==> src/rtl/display_scheduler.sv <==
// display_scheduler: round-robin time-sharing of the 4-digit display
// between four producers, with hold time and NEWNUM spacing control.
module display_scheduler #(
    parameter int NREQ   = 4,
    parameter int HOLD   = 2500000,
    parameter int MINGAP = 128
) (
    input  logic               CLK,
    input  logic               RST,
    input  logic [NREQ-1:0]    REQ,
    input  logic [16*NREQ-1:0] VALS,
    input  logic [4*NREQ-1:0]  DPS,
    output logic [15:0]        NUM,
    output logic [3:0]         DP_OUT,
    output logic               NEWNUM,
    output logic [1:0]         CUR,
    output logic               SHOWING
);

    localparam int HW = $clog2(HOLD + 1);
    localparam int GW = $clog2(MINGAP + 1);

    localparam logic [HW-1:0] HOLD_MAX = HW'(HOLD);
    localparam logic [HW-1:0] HOLD_ONE = HW'(1);
    localparam logic [GW-1:0] GAP_MAX  = GW'(MINGAP);
    localparam logic [GW-1:0] GAP_ONE  = GW'(1);

    localparam logic [1:0] ST_IDLE  = 2'd0;
    localparam logic [1:0] ST_ISSUE = 2'd1;
    localparam logic [1:0] ST_SHOW  = 2'd2;

    logic [1:0]      r_state;
    logic [NREQ-1:0] r_pend;
    logic [1:0]      r_rr;
    logic [HW-1:0]   r_hold;
    logic [GW-1:0]   r_gap;
    logic [15:0]     r_val [NREQ];
    logic [3:0]      r_dps [NREQ];
    logic [15:0]     r_num;
    logic [3:0]      r_dp;
    logic            r_newnum;
    logic [1:0]      r_cur;
    logic            r_showing;

    logic            w_gap_ok;
    logic            w_hold_ok;
    logic            w_rr_found;
    logic [1:0]      w_rr_sel;
    logic            w_sw_found;
    logic [1:0]      w_sw_sel;
    logic            w_go;
    logic [1:0]      w_sel;
    logic            w_new_cur;
    logic [NREQ-1:0] w_clr;

    // Both counters read 1 in the pulse cycle itself, so a count of N
    // in a decision cycle places the next pulse exactly N cycles later.
    assign w_gap_ok  = (r_gap == GAP_MAX);
    assign w_hold_ok = (r_hold == HOLD_MAX);

    // First pending producer at or after the round-robin pointer.
    always_comb begin
        w_rr_found = 1'b0;
        w_rr_sel   = r_rr;
        for (int k = NREQ - 1; k >= 0; k--) begin
            if (r_pend[r_rr + 2'(k)]) begin
                w_rr_found = 1'b1;
                w_rr_sel   = r_rr + 2'(k);
            end
        end
    end

    // First pending producer after the one on screen, skipping it.
    always_comb begin
        w_sw_found = 1'b0;
        w_sw_sel   = r_cur;
        for (int k = NREQ - 1; k >= 1; k--) begin
            if (r_pend[r_cur + 2'(k)]) begin
                w_sw_found = 1'b1;
                w_sw_sel   = r_cur + 2'(k);
            end
        end
    end

    // Issue decision; a switch to another channel beats a refresh.
    always_comb begin
        w_go  = 1'b0;
        w_sel = r_rr;
        case (r_state)
            ST_IDLE: begin
                if (w_rr_found && w_gap_ok) begin
                    w_go  = 1'b1;
                    w_sel = w_rr_sel;
                end
            end
            ST_SHOW: begin
                if (w_hold_ok && w_gap_ok && w_sw_found) begin
                    w_go  = 1'b1;
                    w_sel = w_sw_sel;
                end else if (r_pend[r_cur] && w_gap_ok) begin
                    w_go  = 1'b1;
                    w_sel = r_cur;
                end
            end
            default: begin
                w_go  = 1'b0;
                w_sel = r_rr;
            end
        endcase
    end

    assign w_new_cur = (r_state == ST_IDLE) || (w_sel != r_cur);
    assign w_clr     = w_go ? (NREQ'(1) << w_sel) : '0;

    // Capture the latest post of each producer; later posts overwrite.
    always_ff @(posedge CLK) begin
        for (int i = 0; i < NREQ; i++) begin
            if (REQ[i]) begin
                r_val[i] <= VALS[16*i +: 16];
                r_dps[i] <= DPS[4*i +: 4];
            end
        end
    end

    // Scheduler state, pending flags, spacing counter and display outputs.
    always_ff @(posedge CLK) begin
        if (RST) begin
            r_state   <= ST_IDLE;
            r_pend    <= '0;
            r_rr      <= 2'd0;
            r_gap     <= GAP_MAX;
            r_num     <= 16'd0;
            r_dp      <= 4'd0;
            r_newnum  <= 1'b0;
            r_cur     <= 2'd0;
            r_showing <= 1'b0;
        end else begin
            // A new post in the issue cycle keeps the flag set.
            r_pend   <= (r_pend & ~w_clr) | REQ;
            r_newnum <= w_go;
            if (w_go) begin
                r_state   <= ST_ISSUE;
                r_num     <= r_val[w_sel];
                r_dp      <= r_dps[w_sel];
                r_cur     <= w_sel;
                r_rr      <= w_sel + 2'd1;
                r_showing <= 1'b1;
                r_gap     <= GAP_ONE;
            end else begin
                if (r_state == ST_ISSUE) begin
                    r_state <= ST_SHOW;
                end
                if (!w_gap_ok) begin
                    r_gap <= r_gap + GAP_ONE;
                end
            end
        end
    end

    // Hold timer restarts only when a different channel goes on screen.
    always_ff @(posedge CLK) begin
        if (RST) begin
            r_hold <= '0;
        end else if (w_go && w_new_cur) begin
            r_hold <= HOLD_ONE;
        end else if (!w_hold_ok) begin
            r_hold <= r_hold + HOLD_ONE;
        end
    end

    assign NUM     = r_num;
    assign DP_OUT  = r_dp;
    assign NEWNUM  = r_newnum & ~RST;
    assign CUR     = r_cur;
    assign SHOWING = r_showing;

endmodule

==> config.mk <==
export PLATFORM = sky130hd
export DESIGN_NAME = display_scheduler
export DESIGN_NICKNAME = d
export VERILOG_FILES = /design/src/rtl/display_scheduler.sv
export SDC_FILE = /design/constraint.sdc
export NUM_CORES = 1
export LEC_CHECK = 0
export BUFFER_PORTS_ARGS = -buffer_cell sky130_fd_sc_hd__buf_2
export CORE_UTILIZATION = 55
export CTS_CLUSTER_DIAMETER = 30
export DETAILED_ROUTE_END_ITERATION = 12
export GPL_ROUTABILITY_DRIVEN = 1
export PLACE_DENSITY = 0.86
export SLEW_MARGIN = 0
export SYNTH_ARGS = -nofsm -noshare
export SYNTH_HDL_FRONTEND = slang
export SYNTH_SLANG_ARGS = --single-unit
export TNS_END_PERCENT = 30
==> constraint.sdc <==
create_clock -name CLK -period 4.8 [get_ports CLK]
set_clock_uncertainty 0.1 [all_clocks]
set_input_delay 0.72 -clock CLK [delete_from_list [all_inputs] [get_ports CLK]]
set_output_delay 0.72 -clock CLK [all_outputs]
set_load 0.01 [all_outputs]
==> metrics.md <==
| Metric | Value |
|---|---|
| Outcome | `complete, no violations` |
| RSZ-0062 raised after global routing | `false` |
| Synth top area share | `35.8%` |
| ANT nets after route | `0` |
| Final core utilization | `67.5%` |
| CTS Hold Bufs | `0` |
| Post-CTS Resized | `0` |
| Finish-stage setup viols | `0` |
| CTS Sinks | `142` |
| Total wire length | `15.6 mm` |
| Layout area overhead | `17.3%` |
| Root Driver | `clkbuf_16` |
| CP required | `5.04 ns` |
| H-tree depth reported by CTS | `4` |
| GRT Total Usage | `25.9%` |
| Post-synthesis sequential area ratio | `54.3%` |
| Max Fanout on Critical Path | `22` |
| Io pins | `110` |
| Slew @ Worst Pin | `0.932 ns` |
| Post-CTS setup buffer count | `0` |
| Mapped cell area | `6710 um^2` |
| Setup TNS Final | `0 ns` |
| Startpoint Class | `flop` |
| Cell accounting for the most synthesized area | `edfxtp_1` |
| Global-route wire length before repair | `24.8 mm` |
| Vias | `5021` |
| VDD IR-drop max | `0.385 mV` |
| Ys async rst share | `0%` |
| Initial Util | `57.5%` |
| Drt drc | `0` |
| Final Hold Fails | `0` |
| Input/output buffers | `109` |
| GPL Wtd Cong | `0.869` |
| # fillers | `813` |
| Final worst path period share | `73.6%` |
| Site row count | `39` |
| Starting DRT DRC Count | `465` |
| Synth Area per Inst | `12.1 um^2` |
| Max clock buf depth | `2` |
| Hold WS | `0.360 ns` |
| Post-synth top flop | `edfxtp_1` |
| Maxcap violations | `0` |
| Post-Syn Nets | `647` |
| Vias in the first global route | `4915` |
| Max Clock Freq | `283 MHz` |
| Die Height | `112 um` |
| Synth warn | `0` |
| Layout cells sized above 1 | `30.0%` |
| Slew Limit Fails | `0` |
| Synth Instances | `553` |
| Clk Latency, worst-skew pair | `0.43 ns` |
| Synth area leaders | `edfxtp_1, dfxtp_1, a211oi_2` |
| Number of vias per cell | `6.22` |
| Total CTS buffers | `17` |
| Dpl hpwl | `10.6 mm` |
| Critical setup path kind | `reg -> reg` |
| Critical Path Sink Type | `flop` |
| WL per Instance | `19.3 um` |
| ANT cells | `0` |
| Most frequent cells in the layout | `buf_2, edfxtp_1, dfxtp_1` |
| Pwr Density | `619 nW/um^2` |
| Data arrival at the endpoint of the critical path | `3.77 ns` |
| Number of synthesized flops with an enable pin | `80` |
| Initial antenna violation count | `0` |
| Rel. slew slack | `37.6%` |
| CTS tree | `built` |
| FF/Latch Area | `3640 um^2` |
| Worst Hold Class | `reg -> reg` |
| Die X | `112 um` |
| Clk slew on worst S/H paths | `0.06 ns` |
| Unique cell type count in the Yosys netlist | `67` |
| Detailed Routing Iterations Pass 1 | `5` |
| Fin nets | `745` |
| Overflow after GRT | `0` |
| Die area | `12600 um^2` |
| Seq cells post-synth | `142` |
| Static Leak | `2.90 nW` |
| Footprint of the multi-input gates | `2810 um^2` |
| Period minus WS final | `3.53 ns` |
| Core footprint | `11700 um^2` |
| Commonest non-fill, non-tap cell in the layout | `buf_2` |
| Largest net degree at the start of global routing | `30` |
[cell usage after synthesis, types with 15 or more instances]
cell	n
a2111o_1	15
a211oi_2	20
a21oi_1	17
clkbuf_1	22
dfxtp_1	62
edfxtp_1	80
mux2i_1	24
nand2_1	44
nand3_1	20
nand4_1	20
nor2_1	25
o211ai_1	17
xor2_1	15
[flip-flops by register name (all words and copies together), names as in the netlist, 2 cells and up]
register / cells
r_dps: 16
r_gap: 8
r_state: 2
r_val: 64
r_pend: 4
r_rr: 2
r_hold: 22
NUM: 16
CUR: 2
DP_OUT: 4
[cell families (layout without fill, tap and decap cells)]
family / after synthesis / count (layout) / synth area share, %
compound gates: 129 / 129 / 17.9
xor+xnor: 27 / 27 / 3.52
fa+ha+maj: 8 / 8 / 1.49
buf+inv: 52 / 163 / 3.90
flops: 142 / 142 / 54.3
mux: 25 / 25 / 3.92
simple gates: 170 / 170 / 15.0
[metal layers]
layer	wire length, um	vias up	track usage, %	part of all wire [%]
li1	-	2329	-	-
met1	6110	2399	31.2	39
met2	7730	252	42.4	50
met3	1230	41	8.15	7.9
met4	529	0	12.1	3.4
met5	0	-	0	0
[power breakdown]
part	leakage (nW)	internal, mW	switching [mW]
Combinational	1.33	0.720	1.19
Sequential	1.29	1.50	0.190
Clock	0.275	0.764	0.514
Total	2.90	2.98	1.89
[area by class of cell]
type                       count  share of cell area [%]
timing repair buffer         118                    7.79
inverter                      13                   0.620
clock inverter                10                    1.29
tap                          143                    2.27
multi-input combinational    359                    35.7
clock buffer                  22                    6.04
sequential                   142                    46.3
[metrics by stage]
step                instance area (um^2)  setup slack [ns]  instances  total power [mW]
floorplan                           6710              2.04        553              3.12
global placement                    7290              1.49        775              3.49
detailed placement                  7290              1.38        775              3.58
CTS                                 7870              1.30        807              4.86
global route                        7870              1.06        807              5.11
finish                              7870              1.27        807              4.87
[worst paths after layout]
path	depth (start not counted)	end	startpoint	slack, ns
min	2	NUM[5]$_SDFFE_PP0P_	NUM[5]$_SDFFE_PP0P_	0.36
max reg2reg	10	r_hold[1]$_SDFFE_PP0P_	r_gap[0]$_SDFFE_PP0P_	1.27
min reg2reg	2	NUM[5]$_SDFFE_PP0P_	NUM[5]$_SDFFE_PP0P_	0.36
max	10	r_hold[1]$_SDFFE_PP0P_	r_gap[0]$_SDFFE_PP0P_	1.27
[critical path, stage by stage (launching register included)]
cell and delay, ns:
dfxtp_1 0.34, inv_1 0.11, ha_1 0.16, nor4b_1 0.39, nand3_1 0.26, o311ai_1 0.50, a21o_1 0.59, and4_1 0.32
o2111ai_2 0.12, buf_4 0.27, a211oi_1 0.27
Power figures use the tool's default switching activity.
